File: src/rtl/multicycle_main_controller.sv
// Multi-cycle main controller: steps each instruction through
// FETCH/DECODE/EXEC/MEM/WB, drives the datapath strobes, handshakes memory
// through mem_ready, and traps illegal opcodes and memory-wait timeouts in
// an absorbing FAULT state that only rst_n can leave.
module multicycle_main_controller #(
  parameter int OPCODE_W    = 7,
  parameter int ALUOP_W     = 2,
  parameter int MEM_TIMEOUT = 15,
  parameter int WAIT_CNT_W  = 4
) (
  input  logic                clk,
  input  logic                rst_n,
  input  logic [OPCODE_W-1:0] opcode,
  input  logic                mem_ready,
  output logic                pc_write,
  output logic                pc_src,
  output logic                ir_write,
  output logic                alu_src_a,
  output logic                alu_src_b,
  output logic [ALUOP_W-1:0]  alu_op,
  output logic                mem_read,
  output logic                mem_write,
  output logic [1:0]          mem_to_reg,
  output logic                reg_write,
  output logic                branch,
  output logic                illegal,
  output logic                timeout_err,
  output logic                retire,
  output logic [2:0]          state
);

  typedef enum logic [2:0] {
    IDLE   = 3'd0,
    FETCH  = 3'd1,
    DECODE = 3'd2,
    EXEC   = 3'd3,
    MEM    = 3'd4,
    WB     = 3'd5,
    FAULT  = 3'd6
  } state_t;

  typedef enum logic [2:0] {
    CLS_R,
    CLS_I,
    CLS_LOAD,
    CLS_STORE,
    CLS_BRANCH,
    CLS_JAL,
    CLS_LUI,
    CLS_BAD
  } op_class_t;

  localparam logic [OPCODE_W-1:0] OP_R      = OPCODE_W'(7'b0110011);
  localparam logic [OPCODE_W-1:0] OP_I      = OPCODE_W'(7'b0010011);
  localparam logic [OPCODE_W-1:0] OP_LOAD   = OPCODE_W'(7'b0000011);
  localparam logic [OPCODE_W-1:0] OP_STORE  = OPCODE_W'(7'b0100011);
  localparam logic [OPCODE_W-1:0] OP_BRANCH = OPCODE_W'(7'b1100011);
  localparam logic [OPCODE_W-1:0] OP_JAL    = OPCODE_W'(7'b1101111);
  localparam logic [OPCODE_W-1:0] OP_LUI    = OPCODE_W'(7'b0110111);

  localparam logic [ALUOP_W-1:0] ALU_ADD = ALUOP_W'(2'b00);
  localparam logic [ALUOP_W-1:0] ALU_CMP = ALUOP_W'(2'b01);
  localparam logic [ALUOP_W-1:0] ALU_RF  = ALUOP_W'(2'b10);
  localparam logic [ALUOP_W-1:0] ALU_IF  = ALUOP_W'(2'b11);

  localparam logic [1:0] WB_ALU = 2'b00;
  localparam logic [1:0] WB_MEM = 2'b01;
  localparam logic [1:0] WB_PC4 = 2'b10;

  // Last wait-counter value before a stalled access is declared dead.
  localparam logic [WAIT_CNT_W-1:0] LAST_WAIT = WAIT_CNT_W'(MEM_TIMEOUT - 1);

  function automatic op_class_t classify(input logic [OPCODE_W-1:0] op);
    case (op)
      OP_R:      return CLS_R;
      OP_I:      return CLS_I;
      OP_LOAD:   return CLS_LOAD;
      OP_STORE:  return CLS_STORE;
      OP_BRANCH: return CLS_BRANCH;
      OP_JAL:    return CLS_JAL;
      OP_LUI:    return CLS_LUI;
      default:   return CLS_BAD;
    endcase
  endfunction

  state_t                state_q, state_d;
  logic [OPCODE_W-1:0]   opcode_q, opcode_d;
  logic [WAIT_CNT_W-1:0] wait_cnt, wait_cnt_d;
  logic                  illegal_d, timeout_d;
  op_class_t             cls_in, cls_q;
  logic                  wait_expired;

  // Legality is judged on the live opcode in DECODE; everything after
  // DECODE works from the captured copy.
  assign cls_in       = classify(opcode);
  assign cls_q        = classify(opcode_q);
  assign wait_expired = (wait_cnt == LAST_WAIT) && !mem_ready;
  assign state        = state_q;

  // Next-state, wait counter, opcode capture and sticky fault flags.
  always_comb begin
    // NOTE: every signal gets a default before the case so no path leaves one
    // unassigned; a missing default here would infer a latch.
    state_d    = state_q;
    opcode_d   = opcode_q;
    wait_cnt_d = '0;
    illegal_d  = illegal;
    timeout_d  = timeout_err;
    case (state_q)
      IDLE: state_d = FETCH;
      FETCH: begin
        if (mem_ready) begin
          state_d = DECODE;
        end else if (wait_expired) begin
          timeout_d = 1'b1;
          state_d   = FAULT;
        end else begin
          wait_cnt_d = wait_cnt + 1'b1;
        end
      end
      DECODE: begin
        opcode_d = opcode;
        if (cls_in == CLS_BAD) begin
          illegal_d = 1'b1;
          state_d   = FAULT;
        end else begin
          state_d = EXEC;
        end
      end
      EXEC: begin
        case (cls_q)
          CLS_BRANCH:         state_d = FETCH;
          CLS_LOAD, CLS_STORE: state_d = MEM;
          default:            state_d = WB;
        endcase
      end
      MEM: begin
        if (mem_ready) begin
          state_d = (cls_q == CLS_LOAD) ? WB : FETCH;
        end else if (wait_expired) begin
          timeout_d = 1'b1;
          state_d   = FAULT;
        end else begin
          wait_cnt_d = wait_cnt + 1'b1;
        end
      end
      WB:      state_d = FETCH;
      FAULT:   state_d = FAULT;
      default: state_d = IDLE;
    endcase
  end

  // State and bookkeeping registers.
  always_ff @(posedge clk or negedge rst_n) begin
    // NOTE: only the control registers are reset; they are the whole state
    // of the block, so an asynchronous clear aborts any instruction at once.
    if (!rst_n) begin
      state_q     <= IDLE;
      opcode_q    <= '0;
      wait_cnt    <= '0;
      illegal     <= 1'b0;
      timeout_err <= 1'b0;
    end else begin
      // NOTE: non-blocking assignments so every register samples the
      // pre-edge values computed by the combinational block.
      state_q     <= state_d;
      opcode_q    <= opcode_d;
      wait_cnt    <= wait_cnt_d;
      illegal     <= illegal_d;
      timeout_err <= timeout_d;
    end
  end

  // Datapath strobes decoded from the current state and captured opcode;
  // only the memory handshake completions look at mem_ready.
  always_comb begin
    pc_write   = 1'b0;
    pc_src     = 1'b0;
    ir_write   = 1'b0;
    alu_src_a  = 1'b0;
    alu_src_b  = 1'b0;
    alu_op     = ALU_ADD;
    mem_read   = 1'b0;
    mem_write  = 1'b0;
    mem_to_reg = WB_ALU;
    reg_write  = 1'b0;
    branch     = 1'b0;
    retire     = 1'b0;
    case (state_q)
      FETCH: begin
        mem_read = 1'b1;
        if (mem_ready) begin
          ir_write = 1'b1;
          pc_write = 1'b1;
        end
      end
      EXEC: begin
        case (cls_q)
          CLS_R: alu_op = ALU_RF;
          CLS_I: begin
            alu_op    = ALU_IF;
            alu_src_b = 1'b1;
          end
          CLS_LOAD, CLS_STORE: alu_src_b = 1'b1;
          CLS_BRANCH: begin
            alu_op = ALU_CMP;
            branch = 1'b1;
            pc_src = 1'b1;
            retire = 1'b1;
          end
          CLS_JAL: begin
            pc_write = 1'b1;
            pc_src   = 1'b1;
          end
          CLS_LUI: begin
            alu_src_a = 1'b1;
            alu_src_b = 1'b1;
          end
          default: ;
        endcase
      end
      MEM: begin
        if (cls_q == CLS_LOAD) begin
          mem_read = 1'b1;
        end else begin
          mem_write = 1'b1;
          retire    = mem_ready;
        end
      end
      WB: begin
        reg_write = 1'b1;
        retire    = 1'b1;
        if (cls_q == CLS_LOAD)     mem_to_reg = WB_MEM;
        else if (cls_q == CLS_JAL) mem_to_reg = WB_PC4;
      end
      default: ;
    endcase
  end

endmodule

File: config.mk
export PLATFORM = sky130hd
export DESIGN_NAME = multicycle_main_controller
export DESIGN_NICKNAME = d
export VERILOG_FILES = /design/src/rtl/multicycle_main_controller.sv
export SDC_FILE = /design/constraint.sdc
export NUM_CORES = 1
export LEC_CHECK = 0
export CAP_MARGIN = 20
export CORE_MARGIN = 2
export CORE_UTILIZATION = 40
export DETAILED_ROUTE_END_ITERATION = 7
export PLACE_DENSITY = 0.68
export SLEW_MARGIN = 20
export SYNTH_ARGS = -nofsm -noshare
export SYNTH_HDL_FRONTEND = slang
export SYNTH_SLANG_ARGS = --single-unit
File: constraint.sdc
create_clock -name clk -period 2.3 [get_ports clk]
set_clock_uncertainty 0.05 [all_clocks]
set_input_delay 0.69 -clock clk [delete_from_list [all_inputs] [get_ports clk]]
set_output_delay 0.69 -clock clk [all_outputs]
set_load 0.02 [all_outputs]
==> run_summary.xml <==
<?xml version="1.0" encoding="UTF-8"?>
<metrics>
  <group name="status">
    <metric name="result_of_the_run" unit="">finished, violations left</metric>
    <metric name="failed_checks" unit="">negative setup slack</metric>
  </group>
  <group name="final_layout">
    <metric name="finish.net_count" unit="">188</metric>
    <metric name="layout.cells.most_common_list" unit="">38 x buf_4, 15 x dfrtp_1, 12 x clkdlybuf4s50_1</metric>
    <metric name="final_common_cell" unit="">buf_4</metric>
    <metric name="antenna_cells_inserted" unit="">0</metric>
    <metric name="drive_above_1_share" unit="">0.480</metric>
    <metric name="instances_no_fill" unit="">205</metric>
    <metric name="area_overhead_of_the_layout_relative_to_synthesis" unit="%">68.3</metric>
  </group>
  <group name="clocking">
    <metric name="clock_sink_count" unit="">16</metric>
    <metric name="numCtsBuffers" unit="">3</metric>
    <metric name="cts-hold-fix-buffers" unit="">0</metric>
    <metric name="htree_num_levels" unit="">1</metric>
    <metric name="clk_pin_slew" unit="ns">0.09</metric>
    <metric name="cts_root_buffer" unit="">clkbuf_4</metric>
    <metric name="clk_latency" unit="ns">0.28</metric>
    <metric name="clock_tree_from_tritoncts" unit="">built</metric>
    <metric name="cts_max_path_buffers" unit="">2</metric>
  </group>
  <group name="yosys">
    <metric name="netlist_area" unit="um2">1080</metric>
    <metric name="ys_types" unit="">47</metric>
    <metric name="top_area_cells_in_the_synthesized_netlist" unit="">dfrtp_1 37%, mux2_2 5.2%, nor2_1 3.1%, nand4bb_4 2.6%, xnor2_1 2.4%</metric>
    <metric name="async_flop_share" unit="">1.00</metric>
    <metric name="portion_of_the_post_synthesis_area_used_by_sequential_elements" unit="">0.372</metric>
    <metric name="ys_ff_latch" unit="">16</metric>
    <metric name="synth-main-ff-cell" unit="">dfrtp_1</metric>
    <metric name="synth_nets" unit="">122</metric>
    <metric name="synth_area_per_cell" unit="um2">9.79</metric>
    <metric name="yosys_warnings" unit="">0</metric>
    <metric name="yosys.area.top_type" unit="">dfrtp_1</metric>
    <metric name="synth_largest_type_area_fraction" unit="">0.372</metric>
    <metric name="synthCells" unit="">110</metric>
    <metric name="synth-edff-count" unit="">0</metric>
  </group>
  <group name="timing">
    <metric name="fin_ws" unit="ns">-0.230</metric>
    <metric name="timing.final.setup_violations" unit="">10</metric>
    <metric name="timing.final.hold_violations" unit="">0</metric>
    <metric name="slew_violations" unit="">0</metric>
    <metric name="final_critical_delay_including_setup_and_external_delays" unit="ns">2.53</metric>
    <metric name="slew_headroom" unit="">0.681</metric>
    <metric name="fmaxAchievable" unit="MHz">395</metric>
    <metric name="post-route-period-util" unit="">1.10</metric>
    <metric name="unrepaired_setup_endpoints_after_global_routing" unit="">yes</metric>
    <metric name="worst_slew_pin_slew" unit="ns">0.477</metric>
  </group>
  <group name="power_and_ir_drop">
    <metric name="pwr-share-seq" unit="">0.239</metric>
    <metric name="power.ir.vdd_worst" unit="mV">0.817</metric>
    <metric name="power.internal" unit="uW">1200</metric>
    <metric name="combinationalPowerShare" unit="">0.672</metric>
    <metric name="design_power_total" unit="uW">2050</metric>
    <metric name="switching_fraction_of_total_power" unit="">0.415</metric>
    <metric name="power.density" unit="nW/um2">1130</metric>
    <metric name="p_switching" unit="uW">850</metric>
    <metric name="p_leak" unit="uW">0.000783</metric>
    <metric name="power_frac_clock" unit="">0.090</metric>
  </group>
  <group name="global_routing">
    <metric name="grt_pass1_vias" unit="">985</metric>
    <metric name="grt_use_total" unit="">0.183</metric>
    <metric name="overflow" unit="">0</metric>
    <metric name="antenna_found_initial" unit="">0</metric>
    <metric name="largest_net_degree_at_the_start_of_global_routing" unit="">17</metric>
    <metric name="grt_pass1_wl" unit="mm">4.55</metric>
  </group>
  <group name="place">
    <metric name="placed_cells_incl_taps" unit="">194</metric>
    <metric name="gpl.final_weighted_congestion" unit="">0.815</metric>
    <metric name="port-buffer-count" unit="">28</metric>
    <metric name="hpwl" unit="mm">2.15</metric>
  </group>
  <group name="detailed_routing">
    <metric name="drt-vias-per-instance" unit="">5.17</metric>
    <metric name="detailedRoute.firstIterationViolations" unit="">16</metric>
    <metric name="route.vias.total" unit="">1060</metric>
    <metric name="routedWlPerCell" unit="um">14.3</metric>
    <metric name="drt-pass1-iter-count" unit="">4</metric>
    <metric name="drc_errors" unit="">0</metric>
    <metric name="count_of_antenna_violating_nets_left_after_detailed_routing" unit="">0</metric>
    <metric name="finalWirelength" unit="mm">2.93</metric>
  </group>
  <group name="setup_path">
    <metric name="worst_setup_path_type" unit="">flip-flop to primary output</metric>
    <metric name="data_required_time_of_the_worst_path" unit="ns">1.56</metric>
    <metric name="critical_path.endpoint_type" unit="">primary output</metric>
    <metric name="ff2ff_setup_slack" unit="ns">0.52</metric>
    <metric name="critical_path.startpoint_type" unit="">flip-flop</metric>
    <metric name="worst-path-max-fanout" unit="">4</metric>
    <metric name="ordered_list_of_cells_on_the_worst_path" unit="">buf_6, or2_1, buf_6, a211oi_4, a31o_4, buf_6</metric>
    <metric name="cpPeakStageDelay" unit="ns">0.42</metric>
    <metric name="r2r-end" unit="">state[2]</metric>
    <metric name="critPathArrivalTime" unit="ns">1.79</metric>
    <metric name="r2r_cells" unit="">6</metric>
    <metric name="worst_path_most_repeated_cell" unit="">buf_6</metric>
    <metric name="cpMaxStageDelayCell" unit="">dfrtp_1</metric>
    <metric name="timing.rr.start" unit="">opcode_q[2]</metric>
  </group>
  <group name="min_path">
    <metric name="hold_endpoint" unit="">timeout_err</metric>
    <metric name="min_path_type" unit="">flip-flop to flip-flop</metric>
    <metric name="worstHoldStart" unit="">timeout_err</metric>
    <metric name="whs_path_depth" unit="">1</metric>
  </group>
  <group name="job">
    <metric name="timing.max_cap.violations" unit="">0</metric>
  </group>
  <group name="floorplanning">
    <metric name="core.rowCount" unit="">18</metric>
    <metric name="y_dimension_of_the_die" unit="um">55.9</metric>
    <metric name="die_x" unit="um">55.9</metric>
    <metric name="pin_count" unit="">29</metric>
    <metric name="core_region_area" unit="um2">2520</metric>
    <metric name="initial_core_util" unit="">0.427</metric>
    <metric name="die_area" unit="um2">3120</metric>
  </group>
</metrics>
## kinds of logic after synthesis
| group | synth area share |
|---|---|
| mux | 0.0627 |
| xor+xnor | 0.0325 |
| buf+inv | 0.0465 |
| fa+ha+maj | 0.0232 |
| flops | 0.372 |
| compound gates | 0.197 |
| simple gates | 0.266 |
## registers in the layout (all words and copies together) (netlist names)
signal,count
opcode_q,7
wait_cnt,4
state,3
illegal,1
timeout_err,1
## what timing repair did
action | CTS | global route
endpoints found under the setup margin | 15 | 15
buffers inserted | 2 | 5
gates resized for setup | 81 | 17
pin swaps | 7 | 5
## Yosys cell counts (2+ instances only)
master / number
ha_1: 2
nand2_1: 4
o21ai_0: 2
buf_2: 3
xnor2_1: 3
inv_1: 5
nand2b_1: 4
or3_1: 2
o32ai_1: 2
nor2_1: 9
and2_1: 2
mux2_2: 5
a21oi_1: 5
dfrtp_1: 16
nor3_1: 5
o21bai_1: 3
nand3_1: 4
a211oi_1: 3
nand3b_1: 3
## stage by stage
stage	cell area [um2]	util	setup TNS (ns)	hold slack (ns)	worst slack (ns)
final	1810	0.719	-1.54	0.441	-0.230
after detailed placement	1640	0.651	-3.55	0.418	-0.629
after CTS	1730	0.685	-0.800	0.440	-0.235
after floorplan	1120	-	-0.108	0.344	-0.108
after global routing	1810	0.719	-2.32	0.453	-0.301
after global placement	1640	0.651	-3.35	0.410	-0.597
## power by group through the flow
stage / sequential (uW) / combinational [uW] / clock (uW)
3_5_place_dp: 498 / 1180 / 0
5_1_grt: 508 / 1480 / 202
4_1_cts: 491 / 1280 / 189
3_3_place_gp: 492 / 1150 / 0
2_1_floorplan: 493 / 634 / 0
6_report: 489 / 1380 / 184
## how the worst max path moves through the flow
stage / cells after the start / endpoint / startpoint
after floorplan: 5 / retire / state[0]
after global placement: 5 / pc_write / mem_ready
after detailed placement: 5 / pc_write / mem_ready
after CTS: 5 / retire / opcode_q[2]
after global routing: 6 / mem_read / opcode_q[3]
final: 6 / pc_write / opcode_q[2]
## layer usage
metal	part of all wire	wire, um	track usage
met3	0.028	83	0.0209
met1	0.45	1330	0.244
met4	0.0038	11	0.0510
met5	0	0	0
met2	0.51	1500	0.315
## area by class of cell
class / instances / area (um2)
fill: 198 / 709
inverter: 5 / 18.8
sequential: 16 / 402
tap: 30 / 37.5
timing repair buffer: 67 / 577
multi-input combinational: 83 / 742
clock buffer: 4 / 36.3
## worst max-delay path, delay by kind of cell (launching register included)
kind | cells | cell delay [ns]
AOI/OAI and AO/OA | 2 | 0.45
buffers and inverters | 3 | 0.38
DFF | 1 | 0.42
and+or+nand+nor | 1 | 0.25
Note: power is estimated with default switching activity, not from simulation.
